[src/rtl/pipe_stage_buf_pkg.sv]
// Stage payload types and pipeline-register constants shared by every stage
// boundary in the core.
package pipe_stage_buf_pkg;

    typedef enum logic [1:0] {
        EMPTY = 2'd0,
        ONE   = 2'd1,
        TWO   = 2'd2
    } occ_e;

    localparam logic [3:0] ALU_ADD = 4'd0;
    localparam logic [3:0] ALU_SUB = 4'd1;
    localparam logic [3:0] ALU_AND = 4'd2;
    localparam logic [3:0] ALU_OR  = 4'd3;

    typedef struct packed {
        logic [31:0] pc;
        logic [31:0] instr;
        logic        pred_taken;
        logic [31:0] pred_target;
    } fetch_t;

    typedef struct packed {
        logic [31:0] pc;
        logic [4:0]  rs1;
        logic [4:0]  rs2;
        logic [4:0]  rd;
        logic [31:0] imm;
        logic [31:0] rs1_val;
        logic [31:0] rs2_val;
        logic [3:0]  alu_op;
        logic [2:0]  funct3;
        logic        reg_we;
        logic        mem_re;
        logic        mem_we;
        logic        branch;
        logic        jump;
    } decode_t;

    typedef struct packed {
        logic [31:0] pc;
        logic [4:0]  rd;
        logic [31:0] alu_res;
        logic [31:0] store_val;
        logic [2:0]  funct3;
        logic        reg_we;
        logic        mem_re;
        logic        mem_we;
    } exec_t;

    typedef struct packed {
        logic [31:0] pc;
        logic [4:0]  rd;
        logic [31:0] wb_val;
        logic        reg_we;
    } mem_t;

    typedef struct packed {
        logic [4:0]  rd;
        logic [31:0] wb_val;
        logic        reg_we;
    } back_t;

    // addi x0, x0, 0: writes nothing, touches no memory.
    localparam decode_t NOP_DECODE = '{
        pc:      32'd0,
        rs1:     5'd0,
        rs2:     5'd0,
        rd:      5'd0,
        imm:     32'd0,
        rs1_val: 32'd0,
        rs2_val: 32'd0,
        alu_op:  ALU_ADD,
        funct3:  3'd0,
        reg_we:  1'b0,
        mem_re:  1'b0,
        mem_we:  1'b0,
        branch:  1'b0,
        jump:    1'b0
    };

    function automatic logic [1:0] occ_count(input occ_e s);
        logic [1:0] n;
        n = 2'd0;
        case (s)
            EMPTY:   n = 2'd0;
            ONE:     n = 2'd1;
            TWO:     n = 2'd2;
            default: n = 2'd0;
        endcase
        return n;
    endfunction

endpackage

[src/rtl/pipe_stage_buf_if.sv]
// Valid/ready/payload bundle between two pipeline stages; the producer uses
// the master modport, the consumer the slave modport.
interface pipe_stage_buf_if #(
    parameter int WIDTH = 160
);
    logic             valid;
    logic             ready;
    logic [WIDTH-1:0] data;

    modport master (
        output valid,
        output data,
        input  ready
    );

    modport slave (
        input  valid,
        input  data,
        output ready
    );
endinterface

[src/rtl/pipe_stage_buf.sv]
// Pipeline register with valid/ready back-pressure, flush and an optional
// skid entry that breaks the combinational ready path.
module pipe_stage_buf
    import pipe_stage_buf_pkg::*;
#(
    parameter int               WIDTH    = 160,
    parameter int               SKID     = 1,
    parameter logic [WIDTH-1:0] RST_DATA = '0
) (
    input  logic                clk,
    input  logic                rst,
    input  logic                flush,
    pipe_stage_buf_if.slave     up,
    pipe_stage_buf_if.master    dn,
    output logic [1:0]          occupancy
);

    if (SKID == 0) begin : g_single
        logic             main_valid_q;
        logic             main_valid_d;
        logic [WIDTH-1:0] main_data_q;
        logic [WIDTH-1:0] main_data_d;
        logic             in_ready;
        logic             accept;
        logic             consume;

        assign in_ready = !main_valid_q || dn.ready;
        assign accept   = up.valid && in_ready;
        assign consume  = main_valid_q && dn.ready;

        // An accept on a consume cycle overwrites the departing payload.
        always_comb begin
            main_valid_d = main_valid_q;
            main_data_d  = main_data_q;
            if (flush) begin
                main_valid_d = 1'b0;
                main_data_d  = RST_DATA;
            end else if (accept) begin
                main_valid_d = 1'b1;
                main_data_d  = up.data;
            end else if (consume) begin
                main_valid_d = 1'b0;
            end
        end

        always_ff @(posedge clk) begin
            if (rst) begin
                main_valid_q <= 1'b0;
                main_data_q  <= RST_DATA;
            end else begin
                main_valid_q <= main_valid_d;
                main_data_q  <= main_data_d;
            end
        end

        assign up.ready  = in_ready;
        assign dn.valid  = main_valid_q;
        assign dn.data   = main_data_q;
        assign occupancy = {1'b0, main_valid_q};

    end else begin : g_skid
        occ_e             state_q;
        occ_e             state_d;
        logic [WIDTH-1:0] main_data_q;
        logic [WIDTH-1:0] main_data_d;
        logic [WIDTH-1:0] skid_data_q;
        logic [WIDTH-1:0] skid_data_d;
        logic             in_ready_q;
        logic             in_ready_d;
        logic             out_valid;
        logic [1:0]       occ;
        logic             accept;
        logic             consume;

        assign accept  = up.valid && in_ready_q;
        assign consume = out_valid && dn.ready;

        always_ff @(posedge clk) begin
            if (rst) begin
                state_q     <= EMPTY;
                in_ready_q  <= 1'b1;
                main_data_q <= RST_DATA;
                skid_data_q <= RST_DATA;
            end else begin
                state_q     <= state_d;
                in_ready_q  <= in_ready_d;
                main_data_q <= main_data_d;
                skid_data_q <= skid_data_d;
            end
        end

        always_comb begin
            state_d = state_q;
            case (state_q)
                EMPTY: if (accept) state_d = ONE;
                ONE: begin
                    if (accept && !consume)      state_d = TWO;
                    else if (!accept && consume) state_d = EMPTY;
                end
                TWO:     if (consume) state_d = ONE;
                default: state_d = EMPTY;
            endcase
            if (flush) state_d = EMPTY;
            // Registered ready looks at where the FSM is going, not where it is.
            in_ready_d = (state_d != TWO);
        end

        always_comb begin
            main_data_d = main_data_q;
            skid_data_d = skid_data_q;
            if (flush) begin
                main_data_d = RST_DATA;
                skid_data_d = RST_DATA;
            end else begin
                case (state_q)
                    EMPTY: if (accept) main_data_d = up.data;
                    ONE: begin
                        if (accept && consume)  main_data_d = up.data;
                        else if (accept)        skid_data_d = up.data;
                    end
                    TWO:     if (consume) main_data_d = skid_data_q;
                    default: ;
                endcase
            end
        end

        always_comb begin
            out_valid = (state_q != EMPTY);
            occ       = occ_count(state_q);
        end

        assign up.ready  = in_ready_q;
        assign dn.valid  = out_valid;
        assign dn.data   = main_data_q;
        assign occupancy = occ;
    end

endmodule

[src/flat_wrapper.sv]
// flat-port wrapper written by rule: the top's interface ports become plain ports
module pipe_stage_buf_flat import pipe_stage_buf_pkg::*;
#(
    parameter int               WIDTH    = 160,
    parameter int               SKID     = 1,
    parameter logic [WIDTH-1:0] RST_DATA = '0
)
  (clk, rst, flush, occupancy, up_valid, up_data, up_ready, dn_valid, dn_data, dn_ready);
  pipe_stage_buf_if #(.WIDTH(WIDTH)) up_i ();
  pipe_stage_buf_if #(.WIDTH(WIDTH)) dn_i ();
  input  logic clk;
  input  logic rst;
  input  logic flush;
  output logic [1:0] occupancy;
  input wire logic [$bits(up_i.valid)-1:0] up_valid;
  input wire logic [$bits(up_i.data)-1:0] up_data;
  output wire logic [$bits(up_i.ready)-1:0] up_ready;
  output wire logic [$bits(dn_i.valid)-1:0] dn_valid;
  output wire logic [$bits(dn_i.data)-1:0] dn_data;
  input wire logic [$bits(dn_i.ready)-1:0] dn_ready;
  assign up_i.valid = up_valid;
  assign up_i.data = up_data;
  assign up_ready = up_i.ready;
  assign dn_valid = dn_i.valid;
  assign dn_data = dn_i.data;
  assign dn_i.ready = dn_ready;
  pipe_stage_buf #(.WIDTH(WIDTH), .SKID(SKID), .RST_DATA(RST_DATA)) u_core (.clk(clk), .rst(rst), .flush(flush), .up(up_i), .dn(dn_i), .occupancy(occupancy));
endmodule
[config.mk]
export PLATFORM = sky130hd
export DESIGN_NAME = pipe_stage_buf_flat
export DESIGN_NICKNAME = d
export VERILOG_FILES = /design/src/rtl/pipe_stage_buf_pkg.sv /design/src/rtl/pipe_stage_buf_if.sv /design/src/rtl/pipe_stage_buf.sv /design/src/flat_wrapper.sv
export SDC_FILE = /design/constraint.sdc
export NUM_CORES = 1
export LEC_CHECK = 0
export ABC_AREA = 1
export CORE_ASPECT_RATIO = 2
export CORE_UTILIZATION = 40
export DETAILED_ROUTE_END_ITERATION = 8
export GPL_ROUTABILITY_DRIVEN = 0
export GPL_TIMING_DRIVEN = 0
export HOLD_SLACK_MARGIN = 0.02
export PLACE_DENSITY = 0.69
export SLEW_MARGIN = 40
export SYNTH_ARGS = -nofsm -noshare
export SYNTH_HDL_FRONTEND = slang
export SYNTH_SLANG_ARGS = --single-unit
[constraint.sdc]
create_clock -name clk -period 2.35 [get_ports clk]
set_clock_uncertainty 0.1 [all_clocks]
set_input_delay 0.47 -clock clk [delete_from_list [all_inputs] [get_ports clk]]
set_output_delay 0.47 -clock clk [all_outputs]
set_load 0.005 [all_outputs]
==> reports/metrics.yaml, run 1 <==
grt_pass1_vias: 13580
finalWirelength_um: 43550
outcome: "finished clean"
fillCellCount: 3463
synth_common_cells: "nand2_1 (807), nor2_1 (642), dfxtp_1 (323)"
area_growth_syn_to_layout_pct: 34.29
power.total_mw: 12.09
path_class: "flip-flop to primary output"
die_w_um: 134.5
hp-start: "u_core.g_skid.skid_data_q[122]$_SDFFE_PP0P_"
grt_max_degree: 17
arrival_ps: 1680
coreArea_mm2: 0.03447
root_buffer: "clkbuf_16"
nets: 2770
rsz0062_at_grt: "no"
synth-seq-cells: 323
yosysSeqAreaShare_pct: 46.01
slew_headroom_pct: 50.37
min_to: "u_core.g_skid.skid_data_q[122]$_SDFFE_PP0P_"
path_max_fanout: 3
dieArea_mm2: 0.03593
cts_sinks: 323
drt_iter0_drc: 614
maxSlewViolCount: 0
chipHeight_um: 267.1
place_inst: 3014
drc_errors: 0
clock_path_buffers: 3
grtUsageTotal_pct: 24.16
design_area_mm2: 0.01887
rows: 96
setup_violations: 0
wl_per_cell_um: 14.17
overflow: 0
synthesis.nets: 2410
drv_cap: 0
synth-edff-count: 0
multi_input_area_mm2: 0.006291
antenna_found_initial: 6
yosysMostFrequentCell: "nand2_1"
insertion_delay_ps: 560
holdBufCountCts: 0
grt_pass1_wl_um: 68320
final-hold-violation-count: 0
dpl_cell_area_mm2: 0.01789
r2r_cells: 7
routed_via_density: 4.568
layoutNonFillerInstCount: 3073
min_path_cells: 2
cts_made_buffers: 29
yosysTopAreaCellShare_pct: 46.01
ys.warnings.count: 0
clkTransAtPathRegs_ps: 60
synthTopCellsByArea: "dfxtp_1 (46%), nand2_1 (22%), nor2_1 (17%)"
port-buffer-count: 328
syn_area_mm2: 0.01405
synthFlopType: "dfxtp_1"
fin_crit_sh_pct: 95.65
r2r-end: "u_core.g_skid.skid_data_q[118]$_SDFFE_PP0P_"
post-synth-top-area-cell: "dfxtp_1"
ant_nets: 0
rr_startpoint: "u_core.g_skid.state_q[0]$_SDFF_PP0_"
fin_tns_setup_ps: 0
drtPass1Iterations: 5
ff_latch_area_mm2: 0.006466
cp-start-kind: "flip-flop"
rrSetupSlack_ps: 310
cts_tree: "yes"
avgSynthCellArea_um2: 6.260
peakVddDrop_uv: 657.4
worst_pin_slew_ps: 744.5
start_util_pct: 40.77
htree_num_levels: 1
hp-class: "flip-flop to flip-flop"
synthCells: 2245
fmax_ghz: 0.4449
finalHoldWorstSlack_ps: 380.3
finalCriticalPeriod_ps: 2248
async_flop_share_pct: 0
dr_total_vias: 14040
p_leak_nw: 8.388
end_kind: "primary output"
cp.required_ps: 1780
dp_hpwl_um: 32900
yosysUniqueCellTypes: 14
drive_above_1_share_pct: 5.484
io_pins: 329
p_per_area_mw_per_mm2: 640.4
per-layer routing:
| metal | GRT usage, % | vias to the layer above | share of wire [%] |
|---|---|---|---|
| li1 | - | 7379 | - |
| met1 | 23.25 | 6194 | 36 |
| met2 | 48.00 | 360 | 54 |
| met3 | 3.426 | 103 | 4.7 |
| met4 | 13.18 | 0 | 5.1 |
| met5 | 0 | - | 0 |
flip-flops by register name, indices dropped and copies added, names as in the netlist:
name	count
u_core.g_skid.skid_data_q	160
u_core.g_skid.state_q	2
u_core.up.ready	1
u_core.dn.data	160
layout by cell type (no fill, tap or decap), types with 9 or more instances in the layout:
| cell type | netlist | routed |
|---|---|---|
| buf_2 | 71 | 70 |
| buf_4 | 16 | 18 |
| clkbuf_1 | 43 | 47 |
| clkdlybuf4s50_1 | 0 | 328 |
| clkbuf_16 | 0 | 29 |
| o21ai_0 | 161 | 161 |
| inv_1 | 165 | 165 |
| nor2_1 | 642 | 642 |
| dfxtp_1 | 323 | 323 |
| nand2_1 | 807 | 807 |
| clkinv_2 | 0 | 9 |
per-stage QoR:
stage | utilization (%) | worst slack (ps)
after floorplan | - | 877.7
after global placement | 51.89 | -447.5
after detailed placement | 51.89 | -330.2
after CTS | 54.70 | 81.88
after global routing | 54.75 | 23.64
final | 54.75 | 102.1
where the power goes:
group          switching, mW  internal [mW]  total (mW)
combinational          0.784          0.771        1.56
sequential            0.0875           5.63        5.72
clock                   2.12           2.70        4.81
total                   2.99           9.10        12.1
layout make-up:
class                   instances  share of cell area, %
repair buffers                330                  17.48
flip-flops and latches        323                  34.26
plain buffers                 137                  3.553
inverters                     167                  3.361
multi-input cells            1617                  33.33
clock buffers                  41                  4.455
clock inverters                11                 0.5569
well taps                     441                  2.924
diodes                          6                0.07955
worst max path at each step:
stage / from / to / slack, ps / cells after the start
2_1_floorplan: flush / u_core.dn.data[100]$_SDFFE_PP0P_ / 880 / 5
3_3_place_gp: flush / u_core.dn.data[38]$_SDFFE_PP0P_ / -450 / 6
3_5_place_dp: flush / u_core.g_skid.skid_data_q[118]$_SDFFE_PP0P_ / -330 / 6
4_1_cts: u_core.g_skid.state_q[0]$_SDFF_PP0_ / occupancy[1] / 80 / 4
5_1_grt: u_core.g_skid.state_q[1]$_SDFF_PP0_ / dn_valid / 20 / 3
6_report: u_core.g_skid.state_q[1]$_SDFF_PP0_ / dn_valid / 100 / 3
cells by family (layout without fill, tap and decap cells):
kind of cell	after synthesis	after routing	synth area share (%)
flops	323	323	46.01
simple gates	1456	1456	39.00
other cells	0	6	0
compound gates	161	161	5.734
buf+inv	305	686	9.259
critical path, stage by stage (launching register included):
cell,delay (ps)
dfxtp_1,420
inv_1,90
nand2_1,90
clkdlybuf4s50_1,530
timing repair:
item / in CTS / in global routing
gates resized for setup: 4 / 0
setup buffers: 2 / 0
hold endpoints to repair: 0 / 0
endpoints found under the setup margin: 1 / 0
No activity file was read; power rests on OpenSTA's default activity.
==> inputs of run 2 (changes only) <==
SETUP_SLACK_MARGIN = 0.2   (was default)
==> reports/metrics.yaml, run 2 (synthesis gave the netlist of run 1 again) <==
outcome: "finished clean"
drt_iter0_drc: 625  # +1.8%
fmax_ghz: 0.4832  # +8.6%
dp_hpwl_um: 32900  # unchanged
multi_input_area_mm2: 0.006291  # unchanged
arrival_ps: 1500  # -180 ps
worst_pin_slew_ps: 539.9  # -204.6 ps
ant_nets: 0  # unchanged
slew_headroom_pct: 64.01  # +14 points
port-buffer-count: 328  # unchanged
p_leak_nw: 8.417  # +0.34%
ff_latch_area_mm2: 0.006467  # about the same
slowest_delay_ps: 600  # +70 ps
cts_tree: "yes"
coreArea_mm2: 0.03447  # unchanged
grt_pass1_vias: 13590  # +0.088%
end_kind: "primary output"
rsz0062_at_grt: "no"
critical-path-top-delay-family: "buffers and inverters"
finalCriticalPeriod_ps: 2069  # -178.5 ps
routed_via_density: 4.561  # -0.15%
insertion_delay_ps: 560  # about the same
area_growth_syn_to_layout_pct: 34.41  # about the same
setup_violations: 0  # unchanged
cp_slowest_cell: "clkdlybuf4s50_1"
nets: 2771  # +0.036%
io_pins: 329  # unchanged
antenna_found_initial: 6  # unchanged
final_common_cell: "nand2_1"
clock_path_buffers: 3  # unchanged
clkTransAtPathRegs_ps: 70  # about the same
die_w_um: 134.5  # unchanged
cp-start-kind: "flip-flop"
root_buffer: "clkbuf_16"
maxSlewViolCount: 0  # unchanged
cts_sinks: 323  # unchanged
dr_total_vias: 14020  # -0.11%
final-hold-violation-count: 0  # unchanged
final_util_pct: 54.79  # about the same
htree_num_levels: 1  # unchanged
fin_crit_sh_pct: 88.06  # -7.6 points
grt_pass1_wl_um: 68330  # about the same
dieArea_mm2: 0.03593  # unchanged
chipHeight_um: 267.1  # unchanged
fillCellCount: 3462  # -0.029%
path_max_fanout: 2  # -1
overflow: 0  # unchanged
drc_errors: 0  # unchanged
peakVddDrop_uv: 655.7  # -0.25%
start_util_pct: 40.77  # unchanged
path_class: "flip-flop to primary output"
cts_made_buffers: 29  # unchanged
cp.required_ps: 1780  # about the same
finalHoldWorstSlack_ps: 380.4  # +0.09400 ps
hp-class: "flip-flop to flip-flop"
p_per_area_mw_per_mm2: 639.8  # about the same
drtPass1Iterations: 5  # unchanged
drv_cap: 0  # unchanged
drive_above_1_share_pct: 5.710  # +0.23 points
grtUsageTotal_pct: 24.15  # about the same
finalWirelength_um: 43500  # about the same
final_cell_mix: "nand2_1 (807), nor2_1 (642), clkdlybuf4s50_1 (325)"
cp.buffers_inverters: 1  # -1
crit_path_cell_trace: "clkdlybuf4s50_1"
rows: 96  # unchanged
grt_max_degree: 16  # -1
wl_per_cell_um: 14.15  # -0.13%
==> run 2: what timing repair did <==
action,in CTS,in global routing
hold buffers,0,0
buffers inserted,2,0
setup endpoints to repair,3,12
resized for setup,12,6
pin swaps,1,0
==> run 2: worst paths after layout <==
| check | start | to | slack, ps | depth (start not counted) |
|---|---|---|---|---|
| min | u_core.g_skid.skid_data_q[122]$_SDFFE_PP0P_ | u_core.g_skid.skid_data_q[122]$_SDFFE_PP0P_ | 380 | 2 |
| max reg2reg | u_core.g_skid.state_q[0]$_SDFF_PP0_ | u_core.dn.data[120]$_SDFFE_PP0P_ | 430 | 9 |
| max | u_core.dn.data[124]$_SDFFE_PP0P_ | dn_data[124] | 280 | 1 |
| min reg2reg | u_core.g_skid.skid_data_q[122]$_SDFFE_PP0P_ | u_core.g_skid.skid_data_q[122]$_SDFFE_PP0P_ | 380 | 2 |
==> run 2: report_power, final <==
| group | internal [mW] | switching, mW | total [mW] |
|---|---|---|---|
| Combinational | 0.771 | 0.784 | 1.55 |
| Clock | 2.70 | 2.12 | 4.81 |
| Sequential | 5.63 | 0.0874 | 5.72 |
==> run 2: through the flow <==
stage | total power, mW | TNS (ps) | setup slack (ps) | instances | instance area [um2]
final | 12.09 | 0 | 280.6 | 3074 | 18890
after global routing | 12.58 | 0 | 213.0 | 3074 | 18890
after detailed placement | 7.395 | -25800 | -330.2 | 3014 | 17890
after CTS | 12.18 | 0 | 240.9 | 3068 | 18870
after floorplan | 6.577 | 0 | 877.7 | 2245 | 14050
after global placement | 7.377 | -54930 | -447.5 | 3014 | 17890
==> run 2: metal layers <==
| metal | global-route usage (%) | wire (um) |
|---|---|---|
| met5 | 0 | 0 |
| met3 | 3.426 | 1960 |
| met2 | 48.00 | 23680 |
| met4 | 13.18 | 2248 |
| met1 | 23.24 | 15620 |
==> run 2: cell type report <==
cell class	instances	area share [%]
flip-flops and latches	323	34.24
multi-input cells	1617	33.30
repair buffers	330	17.44
clock buffers	41	4.451
plain buffers	138	3.650
inverters	167	3.358
well taps	441	2.921
clock inverters	11	0.5564
diodes	6	0.07949
